==> config.mk <==
export PLATFORM = sky130hd
export DESIGN_NAME = rtc_main_sequencer
export DESIGN_NICKNAME = d
export VERILOG_FILES = /design/src/rtl/rtc_pkg.sv /design/src/rtl/rtc_rr_arbiter.sv /design/src/rtl/rtc_main_sequencer.sv
export SDC_FILE = /design/constraint.sdc
export NUM_CORES = 1
export LEC_CHECK = 0
export ABC_AREA = 1
export BUFFER_PORTS_ARGS = -buffer_cell sky130_fd_sc_hd__buf_2
export CAP_MARGIN = 20
export CORE_MARGIN = 2
export CORE_UTILIZATION = 47
export DETAILED_ROUTE_END_ITERATION = 7
export PLACE_DENSITY_LB_ADDON = 0.1
export RECOVER_POWER = 100
export SLEW_MARGIN = 20
export SYNTH_ARGS = -nofsm -noshare
export SYNTH_HDL_FRONTEND = slang
export SYNTH_SLANG_ARGS = --single-unit
==> constraint.sdc <==
create_clock -name CLK -period 1.4 [get_ports CLK]
set_input_delay 0.35 -clock CLK [delete_from_list [all_inputs] [get_ports CLK]]
set_output_delay 0.35 -clock CLK [all_outputs]
set_load 0.03 [all_outputs]
==> src/rtl/rtc_pkg.sv <==
// Shared definitions for the RTC main sequencer: state encoding, default sizing
// and a one-hot to index helper.
package rtc_pkg;

  typedef enum logic [2:0] {
    ST_INIT  = 3'd0,
    ST_IDLE  = 3'd1,
    ST_READ  = 3'd2,
    ST_CLONE = 3'd3,
    ST_ARB   = 3'd4,
    ST_WRITE = 3'd5,
    ST_ERROR = 3'd6,
    ST_BAD   = 3'd7
  } state_e;

  localparam int DEF_N_REQ    = 2;
  localparam int DEF_POLL_DIV = 1000;
  localparam int DEF_TO_W     = 16;
  localparam int DEF_TO_CYC   = 50000;
  localparam int N_REQ_MAX    = 8;

  // Index of the lowest set bit; 0 when nothing is set.
  function automatic logic [2:0] oh_index(input logic [N_REQ_MAX-1:0] oh);
    logic [2:0] idx;
    idx = '0;
    for (int i = N_REQ_MAX - 1; i >= 0; i--) begin
      if (oh[i]) idx = 3'(i);
    end
    return idx;
  endfunction

endpackage

==> src/rtl/rtc_rr_arbiter.sv <==
// Round-robin arbiter: combinational grant of the first request at or after the
// pointer; pointer moves past the served channel on an advance strobe.
module rtc_rr_arbiter
  import rtc_pkg::*;
#(
  parameter int N_REQ = DEF_N_REQ
) (
  input  logic             CLK,
  input  logic             reset,
  input  logic [N_REQ-1:0] req,
  input  logic             advance,
  input  logic [N_REQ-1:0] adv_grant,
  output logic [N_REQ-1:0] grant
);

  logic [2:0]         ptr_q;
  logic [3:0]         ptr_inc;
  logic [N_REQ-1:0]   rot;
  logic [N_REQ-1:0]   oh_rot;
  logic [2*N_REQ-1:0] g2;

  // Rotate so the pointer sits at bit 0, pick the lowest set bit, rotate back.
  always_comb begin
    rot     = N_REQ'({req, req} >> ptr_q);
    oh_rot  = rot & (~rot + N_REQ'(1));
    g2      = {{N_REQ{1'b0}}, oh_rot} << ptr_q;
    grant   = g2[N_REQ-1:0] | g2[2*N_REQ-1:N_REQ];
    ptr_inc = {1'b0, oh_index(N_REQ_MAX'(adv_grant))} + 4'd1;
  end

  always_ff @(posedge CLK or negedge reset) begin
    if (!reset) begin
      ptr_q <= '0;
    end else if (advance) begin
      ptr_q <= (ptr_inc >= 4'(N_REQ)) ? 3'd0 : ptr_inc[2:0];
    end
  end

endmodule

==> src/rtl/rtc_main_sequencer.sv <==
// RTC controller top-level sequencer: init -> periodic read -> clone -> serve one request.
// Define RTC_SEQ_TIMEOUT_EN to add the handshake watchdog with ERROR recovery.
module rtc_main_sequencer
  import rtc_pkg::*;
#(
  parameter int N_REQ    = DEF_N_REQ,
  parameter int POLL_DIV = DEF_POLL_DIV,
  parameter int TO_W     = DEF_TO_W,
  parameter int TO_CYC   = DEF_TO_CYC
) (
  input  logic             CLK,
  input  logic             reset,
  input  logic             init_done,
  input  logic             read_done,
  input  logic             wr_done,
  input  logic [N_REQ-1:0] req,
  input  logic             err_clr,
  output logic             init_start,
  output logic             read_start,
  output logic             clone,
  output logic             wr_start,
  output logic [N_REQ-1:0] wr_sel,
  output logic [N_REQ-1:0] req_ack,
  output logic             busy,
  output logic             err,
  output logic [2:0]       state_o
);

  localparam int CNT_W = $clog2(POLL_DIV);

  if (N_REQ < 1 || N_REQ > N_REQ_MAX || POLL_DIV < 2 || TO_CYC < 2 ||
      longint'(TO_CYC) >= (longint'(1) << TO_W)) begin : g_bad_cfg
    $error("rtc_main_sequencer: illegal parameter set");
  end

  // Handshakes: each *_start is a one-cycle request on state entry; the matching
  // *_done is accepted in any later cycle of that state. req is a level held
  // until its one-cycle req_ack.
  state_e           state_q;
  state_e           nxt;
  logic             boot_q;
  logic             entering;
  logic             init_ok;
  logic             read_ok;
  logic             wr_ok;
  logic             to_hit;
  logic             advance;
  logic [CNT_W-1:0] cnt_q;
  logic [N_REQ-1:0] grant;

  rtc_rr_arbiter #(.N_REQ(N_REQ)) u_arb (
    .CLK       (CLK),
    .reset     (reset),
    .req       (req),
    .advance   (advance),
    .adv_grant (wr_sel),
    .grant     (grant)
  );

`ifdef RTC_SEQ_TIMEOUT_EN
  logic [TO_W-1:0] wd_q;
  logic            waiting;

  assign waiting = (state_q == ST_INIT) || (state_q == ST_READ) || (state_q == ST_WRITE);
  assign to_hit  = waiting && (wd_q == TO_W'(TO_CYC - 1));

  always_ff @(posedge CLK or negedge reset) begin
    if (!reset) begin
      wd_q <= '0;
      err  <= 1'b0;
    end else begin
      wd_q <= (!boot_q && waiting && (nxt == state_q)) ? wd_q + TO_W'(1) : '0;
      if (nxt == ST_ERROR) begin
        err <= 1'b1;
      end else if (err_clr) begin
        err <= 1'b0;
      end
    end
  end
`else
  logic unused_err_clr;

  assign to_hit         = 1'b0;
  assign err            = 1'b0;
  assign unused_err_clr = err_clr;
`endif

  // boot_q marks the cycle between reset release and the first INIT entry pulse.
  always_comb begin
    nxt     = state_q;
    init_ok = init_done && !init_start && !boot_q;
    read_ok = read_done && !read_start;
    wr_ok   = wr_done && !wr_start;
    case (state_q)
      ST_INIT: begin
        if (init_ok)     nxt = ST_IDLE;
        else if (to_hit) nxt = ST_ERROR;
      end
      ST_IDLE: begin
        if (cnt_q == CNT_W'(POLL_DIV - 1)) nxt = ST_READ;
      end
      ST_READ: begin
        if (read_ok)     nxt = ST_CLONE;
        else if (to_hit) nxt = ST_ERROR;
      end
      ST_CLONE: nxt = ST_ARB;
      ST_ARB:   nxt = (|req) ? ST_WRITE : ST_IDLE;
      ST_WRITE: begin
        if (wr_ok)       nxt = ST_IDLE;
        else if (to_hit) nxt = ST_ERROR;
      end
      default:  nxt = ST_INIT;
    endcase
    entering = boot_q || (nxt != state_q);
    advance  = (state_q == ST_WRITE) && wr_ok;
  end

  always_ff @(posedge CLK or negedge reset) begin
    if (!reset) begin
      state_q    <= ST_INIT;
      boot_q     <= 1'b1;
      cnt_q      <= '0;
      init_start <= 1'b0;
      read_start <= 1'b0;
      clone      <= 1'b0;
      wr_start   <= 1'b0;
      busy       <= 1'b0;
      req_ack    <= '0;
      wr_sel     <= '0;
    end else begin
      state_q    <= nxt;
      boot_q     <= 1'b0;
      cnt_q      <= (state_q == ST_IDLE && nxt == ST_IDLE) ? cnt_q + CNT_W'(1) : '0;
      init_start <= entering && (nxt == ST_INIT);
      read_start <= entering && (nxt == ST_READ);
      clone      <= (nxt == ST_CLONE);
      wr_start   <= entering && (nxt == ST_WRITE);
      busy       <= (nxt != ST_IDLE);
      req_ack    <= advance ? wr_sel : '0;
      if (state_q == ST_ARB && nxt == ST_WRITE) begin
        wr_sel <= grant;
      end else if (nxt != ST_WRITE) begin
        wr_sel <= '0;
      end
    end
  end

  assign state_o = state_q;

endmodule

==> parameters.txt <==
Parameter                              Value

Global routing
  Overflow left after global routing    0
  Wire length of the first global-routing pass    3660 um
  Number of global-route vias before repair    834
  Total global-route track usage    17.8%
  Initial antenna violation count    0
  Largest net degree at the start of global routing    25

Timing
  Slew of the pin with the lowest slew margin    574 ps
  Max Fclk    729 MHz
  Number of max-slew violations in the final report    0
  Relative slew slack    61.8%
  Setup Viol. Count Final    0
  Least setup slack across all paths after layout    29.0 ps
  Unrepaired setup endpoints after global routing    true
  Worst hold margin    310 ps
  Final worst path period share    97.9%
  Final min period    1370 ps
  Sum Neg Setup Slack    0 ps
  Maximum clock skew at final layout    5.91 ps
  Number of failing hold endpoints at the final stage    0

Min path
  End of the worst hold path    clone
  Hold path cells    3
  HP Class    input port to flop
  Source of the worst hold timing path    read_done

Floorplanning
  Overall die height    53.5 um
  Effective utilization at floorplan    51.1%
  Die extent in x    53.5 um
  Area of the die    2860 um^2
  Site row count    17
  Core footprint    2250 um^2
  Number of top-level pins    21

CTS
  CTS tree    done
  Clock latency on the worst-skew pair    320 ps
  Number of buffers added by the clock tree synthesis step    3
  Root Buffer    sky130_fd_sc_hd__clkbuf_4
  Clock slew at the register clock pins of the worst setup and hold paths    130 ps
  CTS Buffer Depth    2
  Num Clock Sinks    24
  Level count of the clock H-tree    1

Yosys
  YS warnings    0
  Cell count after synthesis    127
  Synth area leader    sky130_fd_sc_hd__dfrtp_1
  Top cells by area, synth    sky130_fd_sc_hd__dfrtp_1, sky130_fd_sc_hd__inv_1, sky130_fd_sc_hd__nor2_1, sky130_fd_sc_hd__nand3_1, sky130_fd_sc_hd__nand2_1
  Synth top area share    49.9%
  Mean Syn Cell Area    9.07 um^2
  Total standard cell area after synthesis    1150 um^2
  Number of storage elements in the synthesis netlist    24
  Post-synthesis cell type count    27
  Sequential fraction of the synthesis area    52.2%

Pwr
  Leak    0.000775 uW
  Max rail drop VDD    1.19 mV
  Cell area power density    1460 nW/um^2

Place
  Number of port buffers    18
  Setup slack after placement    13.1 ps
  Weighted congestion reported at the end of routability-driven placement    0.831
  Total half-perimeter wirelength after legalization and detailed placement    1560 um
  Placed cell area    1310 um^2
  Placed Instances    176

Final layout
  Area growth, synth to finish    29.4%
  Cell area after layout    1490 um^2
  Proportion of layout cells with a drive suffix above 1    43.4%
  Total inserted antenna cells    0
  Most used cells in the layout excluding fill and tap cells    sky130_fd_sc_hd__dfrtp_1, sky130_fd_sc_hd__inv_1, sky130_fd_sc_hd__buf_2, sky130_fd_sc_hd__nor2_1, sky130_fd_sc_hd__nand2_1
  Commonest non-fill, non-tap cell in the layout    sky130_fd_sc_hd__dfrtp_1
  Number of nets in the layout    169
  Count of non-filler cells in the finished layout    187

Setup path
  Crit path required time    1660 ps
  Worst Reg-to-Reg Cells    9
  CP startpoint kind    flop
  Worst path arrival time    1630 ps
  Worst R2R Start    cnt_q[1]
  Slack of the worst reg-to-reg path    30 ps
  Setup CP Type    flop to flop
  Capturing element type of the critical path    flop
  R2R Path End    read_start
  Biggest fanout along the worst timing path    4

Outcome
  Status    finished clean

Route
  Vias after detailed routing    896
  Detailed-route vias per instance    4.79
  Routed length per placed instance    12.3 um
  Drt total wl    2300 um
  Antenna Violating Nets Remaining    0
  First-pass detailed-route iteration total    3
  Residual DRC count    0
  Initial drt markers    14

Run
  Max-capacitance violation count    0
## critical path, stage by stage (launching register included)
cell and delay [ps]:
sky130_fd_sc_hd__dfrtp_1 380, sky130_fd_sc_hd__ha_2 210, sky130_fd_sc_hd__nand2_4 80, sky130_fd_sc_hd__nor2_4 120
sky130_fd_sc_hd__nand2_2 80, sky130_fd_sc_hd__nand2_4 110, sky130_fd_sc_hd__nand2_4 70, sky130_fd_sc_hd__nand2_4 70
sky130_fd_sc_hd__nand2_4 60, sky130_fd_sc_hd__a21oi_2 140
## area by class of cell
| type | count | area (um^2) |
|---|---|---|
| Timing Repair Buffer | 29 | 190 |
| Sequential cell | 24 | 606 |
| Inverter | 23 | 86.3 |
| Fill cell | 204 | 763 |
| Clock buffer | 4 | 36.3 |
| Multi-Input combinational cell | 79 | 538 |
| Tap cell | 28 | 35.0 |
## how the worst max path moves through the flow
stage	to	startpoint	slack, ps
after CTS	read_start	cnt_q[0]	4
after global placement	read_start	cnt_q[1]	50
after global routing	read_start	cnt_q[1]	-80
after detailed placement	read_start	cnt_q[1]	10
after floorplan	init_start	state_o[1]	40
final	read_start	cnt_q[1]	30
## layer usage
layer  part of all wire (%)  vias up  GRT usage, %
met5                      0        -             0
met2                     51       13          28.4
met3                    2.2        4          3.39
met4                    1.3        0          7.69
met1                     45      422          23.5
li1                       -      457             -
## cell usage after synthesis
cell type                  count
sky130_fd_sc_hd__a211oi_2      1
sky130_fd_sc_hd__a21oi_1       6
sky130_fd_sc_hd__a22oi_1       1
sky130_fd_sc_hd__buf_4         1
sky130_fd_sc_hd__buf_6         1
sky130_fd_sc_hd__clkinv_1      1
sky130_fd_sc_hd__conb_1        1
sky130_fd_sc_hd__dfrtp_1      23
sky130_fd_sc_hd__dfstp_2       1
sky130_fd_sc_hd__ha_1          1
sky130_fd_sc_hd__inv_1        19
sky130_fd_sc_hd__inv_2         3
sky130_fd_sc_hd__nand2_1      14
sky130_fd_sc_hd__nand2_2       7
sky130_fd_sc_hd__nand3_1      12
sky130_fd_sc_hd__nand3_2       1
sky130_fd_sc_hd__nand4_1       1
sky130_fd_sc_hd__nor2_1       17
sky130_fd_sc_hd__nor2_2        2
sky130_fd_sc_hd__nor2_4        2
sky130_fd_sc_hd__nor3_2        4
sky130_fd_sc_hd__nor3b_2       1
sky130_fd_sc_hd__o21ai_0       1
sky130_fd_sc_hd__o22ai_1       1
sky130_fd_sc_hd__o32ai_1       1
sky130_fd_sc_hd__xnor2_1       1
sky130_fd_sc_hd__xor2_1        3
## registers in the layout, summed over array words and instances, names as in the netlist
| signal | flops |
|---|---|
| init_start | 1 |
| cnt_q | 10 |
| state_o | 3 |
| wr_start | 1 |
| boot_q | 1 |
| req_ack | 2 |
| busy | 1 |
| wr_sel | 2 |
| read_start | 1 |
| clone | 1 |
| u_arb.ptr_q | 1 |
## cell families after synthesis
logic type	Yosys count	synth area share, %
AO/OA/AOI/OAI	11	6.08
XOR/XNOR	4	3.04
adder cells (fa/ha/maj)	1	1.09
buffers and inverters	25	9.12
flip-flops	24	52.2
other	1	0.325
AND/OR/NAND/NOR	61	28.1
## per-stage QoR
stage	util (%)	total power, uW
after floorplan	-	1340
after global placement	57.9	1530
after detailed placement	57.9	1550
after CTS	60.4	1950
after global routing	66.1	2320
final	66.1	2180
## report_power, final
| group | total, uW | internal (uW) | switching [uW] |
|---|---|---|---|
| Sequential | 888 | 797 | 91.0 |
| Clock | 371 | 159 | 212 |
| Combinational | 919 | 388 | 531 |
## what timing repair did
action,in CTS,in global routing
pin swaps,0,7
hold endpoints to repair,12,0
cloned,0,0
gates resized for setup,2,24
endpoints found under the setup margin,3,12
buffers inserted,1,5
hold buffers,1,0
Note: power is estimated with default switching activity, not from simulation.
